$ cat src/rtl/axis_arb_pkg.sv
// Shared encodings and constants for the packet-granular AXI4-Stream arbiter.
package axis_arb_pkg;

    typedef enum logic {
        ST_IDLE = 1'b0,
        ST_BUSY = 1'b1
    } arb_state_t;

    localparam int MAX_SRC = 4;
    localparam int GRANT_W = 2;

endpackage

$ cat src/rtl/axis_rr_pick.sv
// Combinational round-robin picker: first requester after 'last', wrapping at NUM_SRC.
module axis_rr_pick
    import axis_arb_pkg::*;
#(
    parameter int NUM_SRC = 2
) (
    input  logic [NUM_SRC-1:0] req,
    input  logic [GRANT_W-1:0] last,
    output logic [GRANT_W-1:0] pick,
    output logic               any
);

    always_comb begin
        pick = '0;
        any  = 1'b0;
        // Offset k=1 is the highest priority; k=NUM_SRC lets 'last' itself win if alone.
        for (int k = 1; k <= NUM_SRC; k++) begin
            for (int j = 0; j < NUM_SRC; j++) begin
                if (!any && req[j] && (((int'(last) + k) % NUM_SRC) == j)) begin
                    pick = GRANT_W'(j);
                    any  = 1'b1;
                end
            end
        end
    end

endmodule

$ cat src/rtl/axis_stream_arbiter.sv
// Round-robin, packet-granular AXI4-Stream arbiter with a registered output stage.
// Define AXIS_ARB_TDEST_TAG_EN to replace M_TDEST with the granted source index.
module axis_stream_arbiter
    import axis_arb_pkg::*;
#(
    parameter int NUM_SRC            = 2,
    parameter int STREAM_WIDTH_DATA  = 64,
    parameter int STREAM_WIDTH_DS    = STREAM_WIDTH_DATA/8,
    parameter int STREAM_WIDTH_TID   = 8,
    parameter int STREAM_WIDTH_TDEST = 3
) (
    input  logic                                   ARESETn,
    input  logic                                   ACLK,
    input  logic [NUM_SRC-1:0]                     S_TVALID,
    output logic [NUM_SRC-1:0]                     S_TREADY,
    input  logic [NUM_SRC*STREAM_WIDTH_DATA-1:0]   S_TDATA,
    input  logic [NUM_SRC*STREAM_WIDTH_DS-1:0]     S_TSTRB,
    input  logic [NUM_SRC*STREAM_WIDTH_DS-1:0]     S_TKEEP,
    input  logic [NUM_SRC-1:0]                     S_TLAST,
    input  logic [NUM_SRC*STREAM_WIDTH_TID-1:0]    S_TID,
    input  logic [NUM_SRC*STREAM_WIDTH_TDEST-1:0]  S_TDEST,
    output logic                                   M_TVALID,
    input  logic                                   M_TREADY,
    output logic [STREAM_WIDTH_DATA-1:0]           M_TDATA,
    output logic [STREAM_WIDTH_DS-1:0]             M_TSTRB,
    output logic [STREAM_WIDTH_DS-1:0]             M_TKEEP,
    output logic                                   M_TLAST,
    output logic [STREAM_WIDTH_TID-1:0]            M_TID,
    output logic [STREAM_WIDTH_TDEST-1:0]          M_TDEST,
    output logic [GRANT_W-1:0]                     grant_idx,
    output logic                                   busy
);

    // state   | meaning
    // ST_IDLE | no packet owns the datapath; arbitrate among valid sources
    // ST_BUSY | grant_idx owns the datapath until its TLAST beat is accepted

    arb_state_t                      state;
    logic [GRANT_W-1:0]              last_grant;
    logic [GRANT_W-1:0]              pick;
    logic                            pick_any;

    logic                            sel_valid;
    logic                            sel_ready;
    logic                            sel_last;
    logic [STREAM_WIDTH_DATA-1:0]    sel_data;
    logic [STREAM_WIDTH_DS-1:0]      sel_strb;
    logic [STREAM_WIDTH_DS-1:0]      sel_keep;
    logic [STREAM_WIDTH_TID-1:0]     sel_tid;
`ifndef AXIS_ARB_TDEST_TAG_EN
    logic [STREAM_WIDTH_TDEST-1:0]   sel_tdest;
`endif
    logic                            accept;

    axis_rr_pick #(.NUM_SRC(NUM_SRC)) u_pick (
        .req  (S_TVALID),
        .last (last_grant),
        .pick (pick),
        .any  (pick_any)
    );

    // Output slot is free when empty or draining this cycle.
    assign sel_ready = (state == ST_BUSY) && (!M_TVALID || M_TREADY);
    assign accept    = sel_valid && sel_ready;

    always_comb begin
        S_TREADY  = '0;
        sel_valid = 1'b0;
        sel_last  = 1'b0;
        sel_data  = '0;
        sel_strb  = '0;
        sel_keep  = '0;
        sel_tid   = '0;
`ifndef AXIS_ARB_TDEST_TAG_EN
        sel_tdest = '0;
`endif
        for (int i = 0; i < NUM_SRC; i++) begin
            if (grant_idx == GRANT_W'(i)) begin
                S_TREADY[i] = sel_ready;
                sel_valid   = S_TVALID[i];
                sel_last    = S_TLAST[i];
                sel_data    = S_TDATA[i*STREAM_WIDTH_DATA +: STREAM_WIDTH_DATA];
                sel_strb    = S_TSTRB[i*STREAM_WIDTH_DS +: STREAM_WIDTH_DS];
                sel_keep    = S_TKEEP[i*STREAM_WIDTH_DS +: STREAM_WIDTH_DS];
                sel_tid     = S_TID[i*STREAM_WIDTH_TID +: STREAM_WIDTH_TID];
`ifndef AXIS_ARB_TDEST_TAG_EN
                sel_tdest   = S_TDEST[i*STREAM_WIDTH_TDEST +: STREAM_WIDTH_TDEST];
`endif
            end
        end
    end

    always_ff @(posedge ACLK or negedge ARESETn) begin
        if (!ARESETn) begin
            state      <= ST_IDLE;
            grant_idx  <= '0;
            last_grant <= GRANT_W'(NUM_SRC - 1);
            busy       <= 1'b0;
            M_TVALID   <= 1'b0;
            M_TLAST    <= 1'b0;
            M_TDATA    <= '0;
            M_TSTRB    <= '0;
            M_TKEEP    <= '0;
            M_TID      <= '0;
            M_TDEST    <= '0;
        end else begin
            case (state)
                ST_IDLE: begin
                    if (pick_any) begin
                        grant_idx <= pick;
                        state     <= ST_BUSY;
                        busy      <= 1'b1;
                    end
                end
                ST_BUSY: begin
                    if (accept && sel_last) begin
                        state      <= ST_IDLE;
                        busy       <= 1'b0;
                        last_grant <= grant_idx;
                    end
                end
            endcase

            if (accept) begin
                M_TVALID <= 1'b1;
                M_TLAST  <= sel_last;
                M_TDATA  <= sel_data;
                M_TSTRB  <= sel_strb;
                M_TKEEP  <= sel_keep;
                M_TID    <= sel_tid;
`ifdef AXIS_ARB_TDEST_TAG_EN
                M_TDEST  <= STREAM_WIDTH_TDEST'(grant_idx);
`else
                M_TDEST  <= sel_tdest;
`endif
            end else if (M_TREADY) begin
                M_TVALID <= 1'b0;
            end
        end
    end

endmodule
$ cat config.mk
export PLATFORM = sky130hd
export DESIGN_NAME = axis_stream_arbiter
export DESIGN_NICKNAME = d
export VERILOG_FILES = /design/src/rtl/axis_arb_pkg.sv /design/src/rtl/axis_rr_pick.sv /design/src/rtl/axis_stream_arbiter.sv
export SDC_FILE = /design/constraint.sdc
export NUM_CORES = 1
export LEC_CHECK = 0
export CELL_PAD_IN_SITES_DETAIL_PLACEMENT = 0
export CELL_PAD_IN_SITES_GLOBAL_PLACEMENT = 2
export CORE_ASPECT_RATIO = 0.7
export CORE_MARGIN = 5
export CORE_UTILIZATION = 22
export CTS_BUF_LIST = sky130_fd_sc_hd__clkbuf_4 sky130_fd_sc_hd__clkbuf_8
export CTS_CLUSTER_DIAMETER = 50
export CTS_CLUSTER_SIZE = 40
export DETAILED_ROUTE_END_ITERATION = 10
export GPL_TIMING_DRIVEN = 0
export PLACE_DENSITY = 0.88
export SLEW_MARGIN = 25
export SYNTH_ARGS = -nofsm -noshare
export SYNTH_HDL_FRONTEND = slang
export SYNTH_SLANG_ARGS = --single-unit
$ cat constraint.sdc
create_clock -name ACLK -period 1.5 [get_ports ACLK]
set_input_delay 0.225 -clock ACLK [delete_from_list [all_inputs] [get_ports ACLK]]
set_output_delay 0.225 -clock ACLK [all_outputs]
set_load 0.005 [all_outputs]
* After elaboration in Yosys (flattened, before gate mapping)
Cells that the tools add are included.
** Word-level totals
- Logic and storage cells :: 74
- Output and inout port bits :: 98
- Input port bits :: 189
- Bits in registers :: 97
** Cells by class
- Muxes and demuxes :: 31
- Bitwise operators :: 3
- Reduce and logical (&&, ||, !) cells :: 22
- Add/sub/neg operators :: 2
- Eq/ne operators :: 5
** Operator list (number)
- 64-bit two-way mux :: 2
- 32-bit zero test :: 2
- 8-bit two-way mux :: 6
- 1-bit two-way mux :: 19
- 1-bit logical AND :: 10
- 3-bit two-way mux :: 2
- 2-bit AND reduction :: 3
- 2-bit equality test (second input constant) :: 2
- 1-bit zero test :: 4
- 1-bit case mux with 2 select lines :: 2
- 1-bit adder (second input constant) :: 2
- 1-bit bitwise AND (first input constant) :: 2
- 2-bit zero test :: 1
- 2-bit by 1-bit != test with 1-bit output (second input constant) :: 1
- 2-bit != test (second input constant) :: 1
- 2-bit nonzero test :: 1
- 1-bit equality test (second input constant) :: 1
- 1-bit logical OR :: 1
- 1-bit inverter :: 1

* Longest topological paths before layout
Gate-level depths: netlist of run 1.
- Depth in word-level cells :: 19
- Gate-level depth with buffers :: 6
- Mapped depth without buffers :: 3

* Cells and area by module
A second synthesis of run 1 with hierarchy kept.
** Unflattened totals
- Cells, all modules :: 437
- Area, all modules :: 4770.8 um2
** Modules (own cells, without submodules)
- axis_stream_arbiter :: cells each 433, sequential area each 2478.6 um2, times used 1, area each 4745.8 um2
- axis_rr_pick :: cells each 4, sequential area each 0.0 um2, times used 1, area each 25.0 um2

* Worst setup path before layout of run 1
OpenSTA, ideal clock, no wires.
- Path kind :: flip-flop to flip-flop
- Start :: register grant_idx[0]
- End :: register M_TDATA[10]
- Setup slack :: -0.150 ns
- Stages on the path, launching flop included :: 7
- Path buffers :: 3
- Arrival time :: 1.524 ns
- Period minus slack after synthesis :: 1.650 ns
- Library setup time :: 0.125 ns
- Required time :: 1.375 ns
- Path through :: dfrtp_1 > buf_6 > mux2_4 > nand3_2 > buf_6 > buf_6 > mux2_4
** On the way
- Word-level cells in the longest chain between the ends :: 4
- Elaborated cells on any way between the ends :: 7
- Those cells by class :: 1 x eq/ne; 4 x mux; 2 x reduce/logical
** Ends and longest elaborated chain
- start: declaration :: RTL line axis_stream_arbiter.sv:30 : output logic [GRANT_W-1:0] grant_idx,
- start signal: assignment :: RTL line axis_stream_arbiter.sv:110 : grant_idx <= pick;
- 2-bit zero test :: RTL line axis_stream_arbiter.sv:78 : if (grant_idx == GRANT_W'(i)) begin
- 1-bit two-way mux (2 in series) :: RTL line axis_stream_arbiter.sv:78
- 1-bit logical AND :: RTL line axis_stream_arbiter.sv:64 : assign accept = sel_valid && sel_ready;
- end signal: assignment :: RTL line axis_stream_arbiter.sv:127 : M_TDATA <= sel_data;
- end: declaration :: RTL line axis_stream_arbiter.sv:24 : output logic [STREAM_WIDTH_DATA-1:0] M_TDATA,
Several ways; a longest one is shown, not always the timed one.
A chain may end at the register's enable or synchronous reset.

* Worst setup path after layout of run 1
- Start :: register grant_idx[0]
- End :: register M_TDATA[51]
Same word-level chain as after synthesis.

==> impl_metrics.toml, run 1 <==
[run_status]
violations = "negative setup slack"
status = "finished, violations left"

[finish]
utilization = 0.403
fillerInstances = 2133
fin_nets = 850
antenna_cells = 0
drive_gt1_frac = 0.414
synthToLayoutAreaGrowth_pct = 80.4

[yosys]
synth.distinct_cells = 21
yosys-top-cells-count = "115 x mux2_2, 96 x dfrtp_1, 69 x mux2_4, 8 x buf_2, 6 x buf_8"
syn_nets = 509
async_flop_share = 1.00
yosysTopAreaCell = "dfrtp_1"
ys_seq_elements = 97
synth-edff-count = 0
synth.area.top_cells = "dfrtp_1 48%, mux2_2 26%, mux2_4 21%, buf_8 1.8%, buf_2 0.79%"
ys_warn_count = 0
netlist_instances = 320
yosys.area.top_type_share = 0.476
synth_flop_cell = "dfrtp_1"
synth.most_common_cell = "mux2_2"
seq_area_frac_synth = 0.481
synth_area_mm2 = 0.00505
syn_area_per_cell_um2 = 15.8

[critical_path]
critPathRequiredTime_ps = 1770
reg2reg_slack_ps = -390
critPathLaunchType = "flip-flop"
r2r_start = "grant_idx[0]"
cp_max_fo = 7
crit_start = "grant_idx[0]"
crit_path_end = "M_TDATA[51]"
reg2reg_depth = 7
r2r_end = "M_TDATA[51]"
cp.arrival_ps = 2150
path_class = "flip-flop to flip-flop"
end_kind = "flip-flop"

[grt]
grt_pass1_wl_um = 24700
met3_usage = 0.0472
grt_pass1_vias = 4289
antenna_found_initial = 0
grt_util_met2 = 0.198
gr-usage-met1 = 0.158
grt_max_degree = 52
grt.busiest_layer = "met2"
grt_use_total = 0.123
grt_overflow_total = 0

[floorplanning]
die_w_um = 191
fp.dieH_um = 137
fp-row-count = 46
start_util = 0.223
die-area_mm2 = 0.0261
core-area_mm2 = 0.0226
io_pins = 287

[drt]
wire_per_inst_um = 17.7
finalWirelength_um = 17300
ant_nets = 0
firstDrtPassIters = 4
drt_iter0_markers = 41
drc = 0
vias = 3916
via_per_inst = 4.00

[sta]
finalCriticalPeriod_ps = 1890
grt_setup_unrepaired = "yes"
maxSlewViolCount = 0
hold_viol_final = 0
max_freq_mhz = 530
maxSlewHeadroom = 0.665
worst_slew_pin_slew_ps = 503
setup_violations = 97
finalCritPeriodShare = 1.26
final.setup.worst_slack_ps = -385
clock-skew-final_ps = 14.5

[clocking]
cts_made_buffers = 9
clk_pin_slew_ps = 110
clkLatencyLatePin_ps = 380
clock_path_buffers = 2
cts_sinks = 97
clockRootBuffer = "clkbuf_8"
cts_tree = "built"
htreeDepth = 3

[place]
io_buffer_count = 285
dp_hpwl_um = 12800
dp_slack_ps = -619
place.gp.congestion = 0.785

[pwr]
max-vdd-ir-drop_mv = 0.705
p_leak_uw = 0.00414
p_per_area_mw_per_mm2 = 1860
total_power_uw = 17000

[run]
cap_violations = 0

[min_path]
min_path_type = "input port to asynchronous set/reset pin"
[state kept, by name (all words and copies together) (netlist names)]
register,count
M_TDATA,64
M_TDEST,3
M_TID,8
M_TKEEP,8
M_TLAST,1
M_TSTRB,8
M_TVALID,1
busy,1
grant_idx,1
last_grant,1
state,1
[report_power, final]
group | total [uW] | internal, uW | switching, uW
Combinational | 10200 | 6720 | 3470
Clock | 2030 | 1010 | 1020
Sequential | 4720 | 3990 | 728
[logic make-up (layout without fill, tap and decap cells)]
group	after synthesis	count (layout)	share of synthesized area
AO/OA/AOI/OAI	5	5	0.00917
buffers and inverters	23	369	0.0377
other	1	1	0.000742
flip-flops	97	97	0.481
multiplexers	184	184	0.461
AND/OR/NAND/NOR	10	10	0.0102
[how the worst min path moves through the flow]
stage / cells after the start / from / end
CTS: 2 / ARESETn / M_TDATA[31]
detailed placement: 1 / ARESETn / M_TDATA[31]
finish: 2 / ARESETn / M_TDATA[31]
global route: 2 / ARESETn / M_TDATA[31]
floorplan: 0 / ARESETn / M_TDATA[0]
global placement: 1 / M_TLAST / M_TLAST
[worst max-delay path, stage by stage (launching register included)]
cell	delay (ps)
dfrtp_1	410
buf_6	140
buf_8	120
mux2_4	310
nand3_4	140
buf_12	170
clkbuf_16	180
mux2_4	300
[routing by layer]
layer | part of all wire | wire [um]
met1 | 0.44 | 7700
met2 | 0.45 | 7880
met3 | 0.091 | 1580
met4 | 0.0089 | 154
met5 | 0 | 0
[placed cells by master (no fill, tap or decap)]
| master | synthesis | layout |
|---|---|---|
| inv_8 | 0 | 1 |
| bufinv_16 | 0 | 2 |
| clkinvlp_4 | 0 | 1 |
| buf_16 | 0 | 3 |
| nor2_4 | 0 | 1 |
| nand4_1 | 1 | 1 |
| and3_4 | 0 | 1 |
| a21boi_2 | 0 | 1 |
| clkdlybuf4s50_1 | 0 | 187 |
| nand2_1 | 4 | 4 |
| buf_6 | 3 | 4 |
| dlygate4sd3_1 | 0 | 1 |
| buf_2 | 8 | 2 |
| nor2_1 | 2 | 1 |
| mux2_2 | 115 | 111 |
| a21bo_2 | 1 | 1 |
| a32o_1 | 2 | 2 |
| dfstp_2 | 1 | 1 |
| dlymetal6s2s_1 | 0 | 7 |
| inv_6 | 0 | 2 |
| clkbuf_8 | 0 | 10 |
| buf_4 | 1 | 36 |
| o2bb2ai_2 | 0 | 1 |
| nand3_4 | 0 | 1 |
| mux2_4 | 69 | 73 |
| buf_12 | 0 | 12 |
| buf_8 | 6 | 3 |
| clkbuf_16 | 0 | 5 |
| clkbuf_2 | 0 | 4 |
| nand2b_1 | 1 | 1 |
| inv_1 | 1 | 1 |
| conb_1 | 1 | 1 |
| dfrtp_1 | 96 | 96 |
| dlygate4sd2_1 | 0 | 88 |
[timing repair]
| item | in CTS | in global routing |
|---|---|---|
| hold buffers | 1 | 0 |
| gates cloned | 2 | 5 |
| resized for setup | 133 | 23 |
| hold endpoints to repair | 50 | 0 |
| buffers inserted | 29 | 8 |
| endpoints found under the setup margin | 192 | 105 |
| pin swaps | 1 | 1 |
[through the flow]
stage / setup TNS (ps) / hold WS (ps) / std cells / cell area (um2)
5_1_grt: -38860 / 384 / 978 / 9110
4_1_cts: -36360 / 356 / 966 / 8890
6_report: -32710 / 358 / 978 / 9110
2_1_floorplan: -10190 / -70.6 / 320 / 5070
3_3_place_gp: -369840 / 472 / 917 / 8310
3_5_place_dp: -43490 / 206 / 918 / 8340
[cell type report]
class                      count  area (um2)  area share
buffer                        21         284      0.0312
clock buffer                  10         138      0.0151
clock inverter                 6        96.3      0.0106
inverter                       1        3.75    0.000412
multi-input combinational    200        2480       0.272
sequential                    97        2430       0.267
tap                          312         390      0.0428
timing repair buffer         331        3290       0.362
(Power assumes the default switching activity.)
==> run 2: changes to the inputs <==
--- a/config.mk
+++ b/config.mk
@@ -8,7 +8,7 @@
 export CELL_PAD_IN_SITES_DETAIL_PLACEMENT = 0
 export CELL_PAD_IN_SITES_GLOBAL_PLACEMENT = 2
 export CORE_ASPECT_RATIO = 0.7
-export CORE_MARGIN = 5
+export CORE_MARGIN = 10
 export CORE_UTILIZATION = 22
 export CTS_BUF_LIST = sky130_fd_sc_hd__clkbuf_4 sky130_fd_sc_hd__clkbuf_8
 export CTS_CLUSTER_DIAMETER = 50
==> impl_metrics.toml, run 2 (synthesis results as in run 1) <==
[finish]
stdcell_count = 967
top_register = "M_TDATA"
fin_nets = 839
largest_register_ffs = 64
synthToLayoutAreaGrowth_pct = 78.6
final_common_cell = "clkdlybuf4s50_1"
fillerInstances = 2138
layout_common_cells = "187 x clkdlybuf4s50_1, 96 x dfrtp_1, 93 x mux2_4"
antenna_cells = 0
utilization = 0.399
drive_gt1_frac = 0.400

[critical_path]
crit_start = "grant_idx[0]"
crit_buf_inv = 4
r2r_start = "grant_idx[0]"
end_kind = "flip-flop"
critPathLaunchType = "flip-flop"
reg2reg_depth = 7
path_cells = "buf_6 > buf_8 > mux2_4 > nand3_4 > buf_12 > buf_12 > mux2_4"
cp_top_family = "multiplexers"
cpMaxStageDelayCell = "dfrtp_1"
cp_max_fo = 10
path_class = "flip-flop to flip-flop"
r2r_end = "M_TDATA[34]"
slowest_delay_ps = 410
reg2reg_slack_ps = -360
critPathRequiredTime_ps = 1750
cp.arrival_ps = 2110

[sta]
finalCriticalPeriod_ps = 1860
final.setup.worst_slack_ps = -358
setup_tns_ps = -29690
hold_slack_ps = 364
max_freq_mhz = 538
clock-skew-final_ps = 14.7
maxSlewViolCount = 0
finalCritPeriodShare = 1.24
grt_setup_unrepaired = "yes"
hold_viol_final = 0
setup_violations = 95

[floorplanning]
die-area_mm2 = 0.0295
start_util = 0.223
fp.dieH_um = 147
die_w_um = 201
core-area_mm2 = 0.0226
io_pins = 287
fp-row-count = 46

[grt]
antenna_found_initial = 0
grt_pass1_wl_um = 28200
grt_overflow_total = 0
grt_pass1_vias = 4558
grt_use_total = 0.121
grt_max_degree = 51

[drt]
wire_per_inst_um = 19.0
via_per_inst = 3.99
drt_iter0_markers = 64
vias = 3858
firstDrtPassIters = 4
drc = 0
ant_nets = 0
finalWirelength_um = 18400

[place]
placedCellCount = 918
dp_hpwl_um = 14300
io_buffer_count = 285
place.gp.congestion = 0.799
dp_slack_ps = -635

[min_path]
min_path_type = "input port to asynchronous set/reset pin"

[pwr]
p_per_area_mw_per_mm2 = 1840
power_frac_clock = 0.105
p_sw_uw = 5220
internal-power_uw = 11400
p_leak_uw = 0.00416
seq_power_share = 0.284
combPwrFrac = 0.611
netSwitchingFraction = 0.313
max-vdd-ir-drop_mv = 0.652

[run_status]
violations = "negative setup slack"
status = "finished, violations left"

[clocking]
clkLatencyLatePin_ps = 370
clockRootBuffer = "clkbuf_8"
clk_pin_slew_ps = 90
cts_tree = "built"
clock_path_buffers = 2
cts_sinks = 97
cts_made_buffers = 9
htreeDepth = 3

[run]
cap_violations = 0
[run 2: changes by cell type in the layout (fill, tap and decap cells not counted), moves of 4 or more]
cell	delta
buf_4	-12
mux2_2	-20
clkbuf_4	+4
mux2_4	+20
[run 2: how the worst max path moves through the flow]
stage                        to  slack [ps]  cells past startpoint
global placement     M_TSTRB[6]       -3560                      1
CTS                 M_TDATA[34]        -390                      7
floorplan            M_TDATA[0]        -130                      6
detailed placement  S_TREADY[1]        -630                      5
finish              M_TDATA[34]        -360                      7
global route        M_TDATA[30]        -430                      7
[run 2: worst reg2reg max path: stages (launching register included)]
cell	delay, ps
dfrtp_1	410
buf_6	120
buf_8	110
mux2_4	310
nand3_4	160
buf_12	170
buf_12	160
mux2_4	310
[run 2: area by class of cell]
type | instances | area (um2) | area share
Timing Repair Buffer | 319 | 3160 | 0.350
Buffer | 22 | 315 | 0.0350
Inverter | 1 | 3.75 | 0.000416
Clock buffer | 12 | 159 | 0.0176
Sequential cell | 97 | 2430 | 0.269
Clock inverter | 4 | 35.0 | 0.00388
Multi-Input combinational cell | 200 | 2530 | 0.281
Tap cell | 312 | 390 | 0.0433
[run 2: per-layer routing]
| layer | track usage | share of wire | vias up |
|---|---|---|---|
| li1 | - | - | 1815 |
| met1 | 0.147 | 0.44 | 1865 |
| met2 | 0.196 | 0.46 | 168 |
| met3 | 0.0525 | 0.087 | 10 |
| met4 | 0.0260 | 0.0073 | 0 |
| met5 | 0 | 0 | - |
[run 2: what timing repair did]
item,in CTS,in global routing
gates resized for setup,152,15
gates cloned,3,2
hold buffers,1,0
hold endpoints to repair,47,0
pin swaps,0,1
endpoints found under the setup margin,187,103
buffers inserted,19,8
[run 2: power groups by stage]
stage / registers, uW / clock network, uW / logic, uW
floorplan: 4830 / 0 / 4920
global placement: 4760 / 0 / 9380
detailed placement: 4820 / 0 / 9520
CTS: 4740 / 1860 / 10000
global route: 4930 / 1960 / 10900
finish: 4730 / 1740 / 10200
[run 2: metrics by stage]
stage                     area [um2]  total power, uW
after detailed placement        8340            14300
after global placement          8310            14100
after floorplan                 5070             9760
final                           9020            16600
after CTS                       8870            16700
after global routing            9020            17800
==> run 3: changes to the inputs <==
--- a/config.mk
+++ b/config.mk
@@ -14,7 +14,6 @@
 export CTS_CLUSTER_DIAMETER = 50
 export CTS_CLUSTER_SIZE = 40
 export DETAILED_ROUTE_END_ITERATION = 10
-export GPL_TIMING_DRIVEN = 0
 export PLACE_DENSITY = 0.88
 export SLEW_MARGIN = 25
 export SYNTH_ARGS = -nofsm -noshare
==> impl_metrics.toml, run 3 (synthesis results as in run 1) <==
[sta]
max_freq_mhz = 579
final.setup.worst_slack_ps = -228
hold_viol_final = 0
clock-skew-final_ps = 12.2
setup_violations = 97
grt_setup_unrepaired = "yes"
finalCriticalPeriod_ps = 1730
maxSlewViolCount = 0
finalCritPeriodShare = 1.15

[run_status]
status = "finished, violations left"
violations = "negative setup slack"

[finish]
fin_nets = 826
final_common_cell = "clkdlybuf4s50_1"
fillerInstances = 2189
largest_register_ffs = 64
antenna_cells = 0
top_register = "M_TDATA"
drive_gt1_frac = 0.395
stdcell_count = 953
layout_common_cells = "187 x clkdlybuf4s50_1, 102 x mux2_2, 95 x dfrtp_1"
utilization = 0.392
synthToLayoutAreaGrowth_pct = 75.7

[floorplanning]
die-area_mm2 = 0.0295
core-area_mm2 = 0.0226
io_pins = 287
fp-row-count = 46
start_util = 0.223
fp.dieH_um = 147
die_w_um = 201

[drt]
drt_iter0_markers = 117
wire_per_inst_um = 18.8
ant_nets = 0
vias = 3831
via_per_inst = 4.02
drc = 0
finalWirelength_um = 17900
firstDrtPassIters = 4

[pwr]
internal-power_uw = 11000
p_per_area_mw_per_mm2 = 1810
power_frac_clock = 0.098
seq_power_share = 0.298
netSwitchingFraction = 0.314
p_sw_uw = 5040
p_leak_uw = 0.00404
max-vdd-ir-drop_mv = 0.667
combPwrFrac = 0.604

[place]
io_buffer_count = 285
dp_slack_ps = -423
placedCellCount = 911
dp_hpwl_um = 13300
place.gp.congestion = 0.791

[grt]
grt_overflow_total = 0
grt_use_total = 0.117
grt_max_degree = 50
grt_pass1_wl_um = 27200
grt_pass1_vias = 4486
antenna_found_initial = 0

[run]
cap_violations = 0

[clocking]
clockRootBuffer = "clkbuf_8"
cts_tree = "built"
cts_made_buffers = 9
cts_sinks = 97
clk_pin_slew_ps = 100
clock_path_buffers = 2
htreeDepth = 3
clkLatencyLatePin_ps = 370

[critical_path]
cp_max_fo = 12
cp.arrival_ps = 1980
critPathRequiredTime_ps = 1750
end_kind = "flip-flop"
critPathLaunchType = "flip-flop"
path_class = "flip-flop to flip-flop"

[min_path]
min_path_type = "input port to asynchronous set/reset pin"
## run 3: cell count changes in the layout (fill, tap and decap cells not counted), moves of 3 or more
cell           delta
buf_12            -6
buf_2             -4
clkbuf_8          -3
clkinvlp_4        +3
dlygate4sd2_1     -3
mux2_2           +11
mux2_4           -11
## run 3: timing repair
action / CTS / global route
cloned: 4 / 3
gates resized for setup: 120 / 19
endpoints found under the hold margin: 96 / 0
hold buffers: 1 / 0
buffers inserted: 18 / 1
pin swaps: 1 / 1
setup endpoints to repair: 183 / 109
## run 3: critical path: stages, from the launching register on
cell     delay, ps
dfrtp_4        520
mux2_4         330
nand3_4        110
buf_12         160
buf_16         170
mux2_4         310
## run 3: per-layer routing
metal  part of all wire  wire [um]  track usage  vias to the layer above
li1                   -          -            -                     1789
met1               0.46       8280        0.148                     1865
met2               0.44       7940        0.182                      167
met3              0.087       1560       0.0499                       10
met4             0.0081        145       0.0272                        0
met5                  0          0            0                        -
## run 3: path summary, 6_finish.rpt
path                               from           to  slack, ps  cells after the start
setup / recovery           grant_idx[0]  M_TDATA[60]       -230                      5
hold / removal                  ARESETn     M_TID[0]        290                      2
setup reg to reg           grant_idx[0]  M_TDATA[60]       -230                      5
hold reg to reg                 M_TLAST      M_TLAST        500                      1
max in group asynchronous       ARESETn  M_TDATA[58]        690                      3
min in group ACLK               M_TLAST      M_TLAST        500                      1
## run 3: metrics by stage
| stage | setup TNS [ps] | hold slack [ps] | cell area, um2 | power [uW] |
|---|---|---|---|---|
| after floorplan | -10190 | -70.6 | 5070 | 9760 |
| after global placement | -30980 | 87.2 | 8310 | 13900 |
| after detailed placement | -33450 | 87.8 | 8310 | 14100 |
| after CTS | -18850 | 254 | 8750 | 16000 |
| after global routing | -21490 | 258 | 8880 | 17100 |
| final | -18200 | 295 | 8880 | 16000 |
## run 3: area by class of cell
| class | count | area (um2) | area share |
|---|---|---|---|
| flip-flops and latches | 97 | 2430 | 0.274 |
| multi-input cells | 200 | 2510 | 0.283 |
| clock inverters | 4 | 31.3 | 0.00352 |
| well taps | 312 | 390 | 0.0440 |
| clock buffers | 11 | 139 | 0.0156 |
| inverters | 1 | 3.75 | 0.000423 |
| repair buffers | 328 | 3370 | 0.379 |
## run 3: power by group through the flow
stage | Clock [uW] | Combinational [uW] | Sequential [uW]
3_5_place_dp | 0 | 9280 | 4820
6_report | 1570 | 9690 | 4780
5_1_grt | 1800 | 10400 | 4960
4_1_cts | 1690 | 9590 | 4770
3_3_place_gp | 0 | 9130 | 4800
2_1_floorplan | 0 | 4920 | 4830
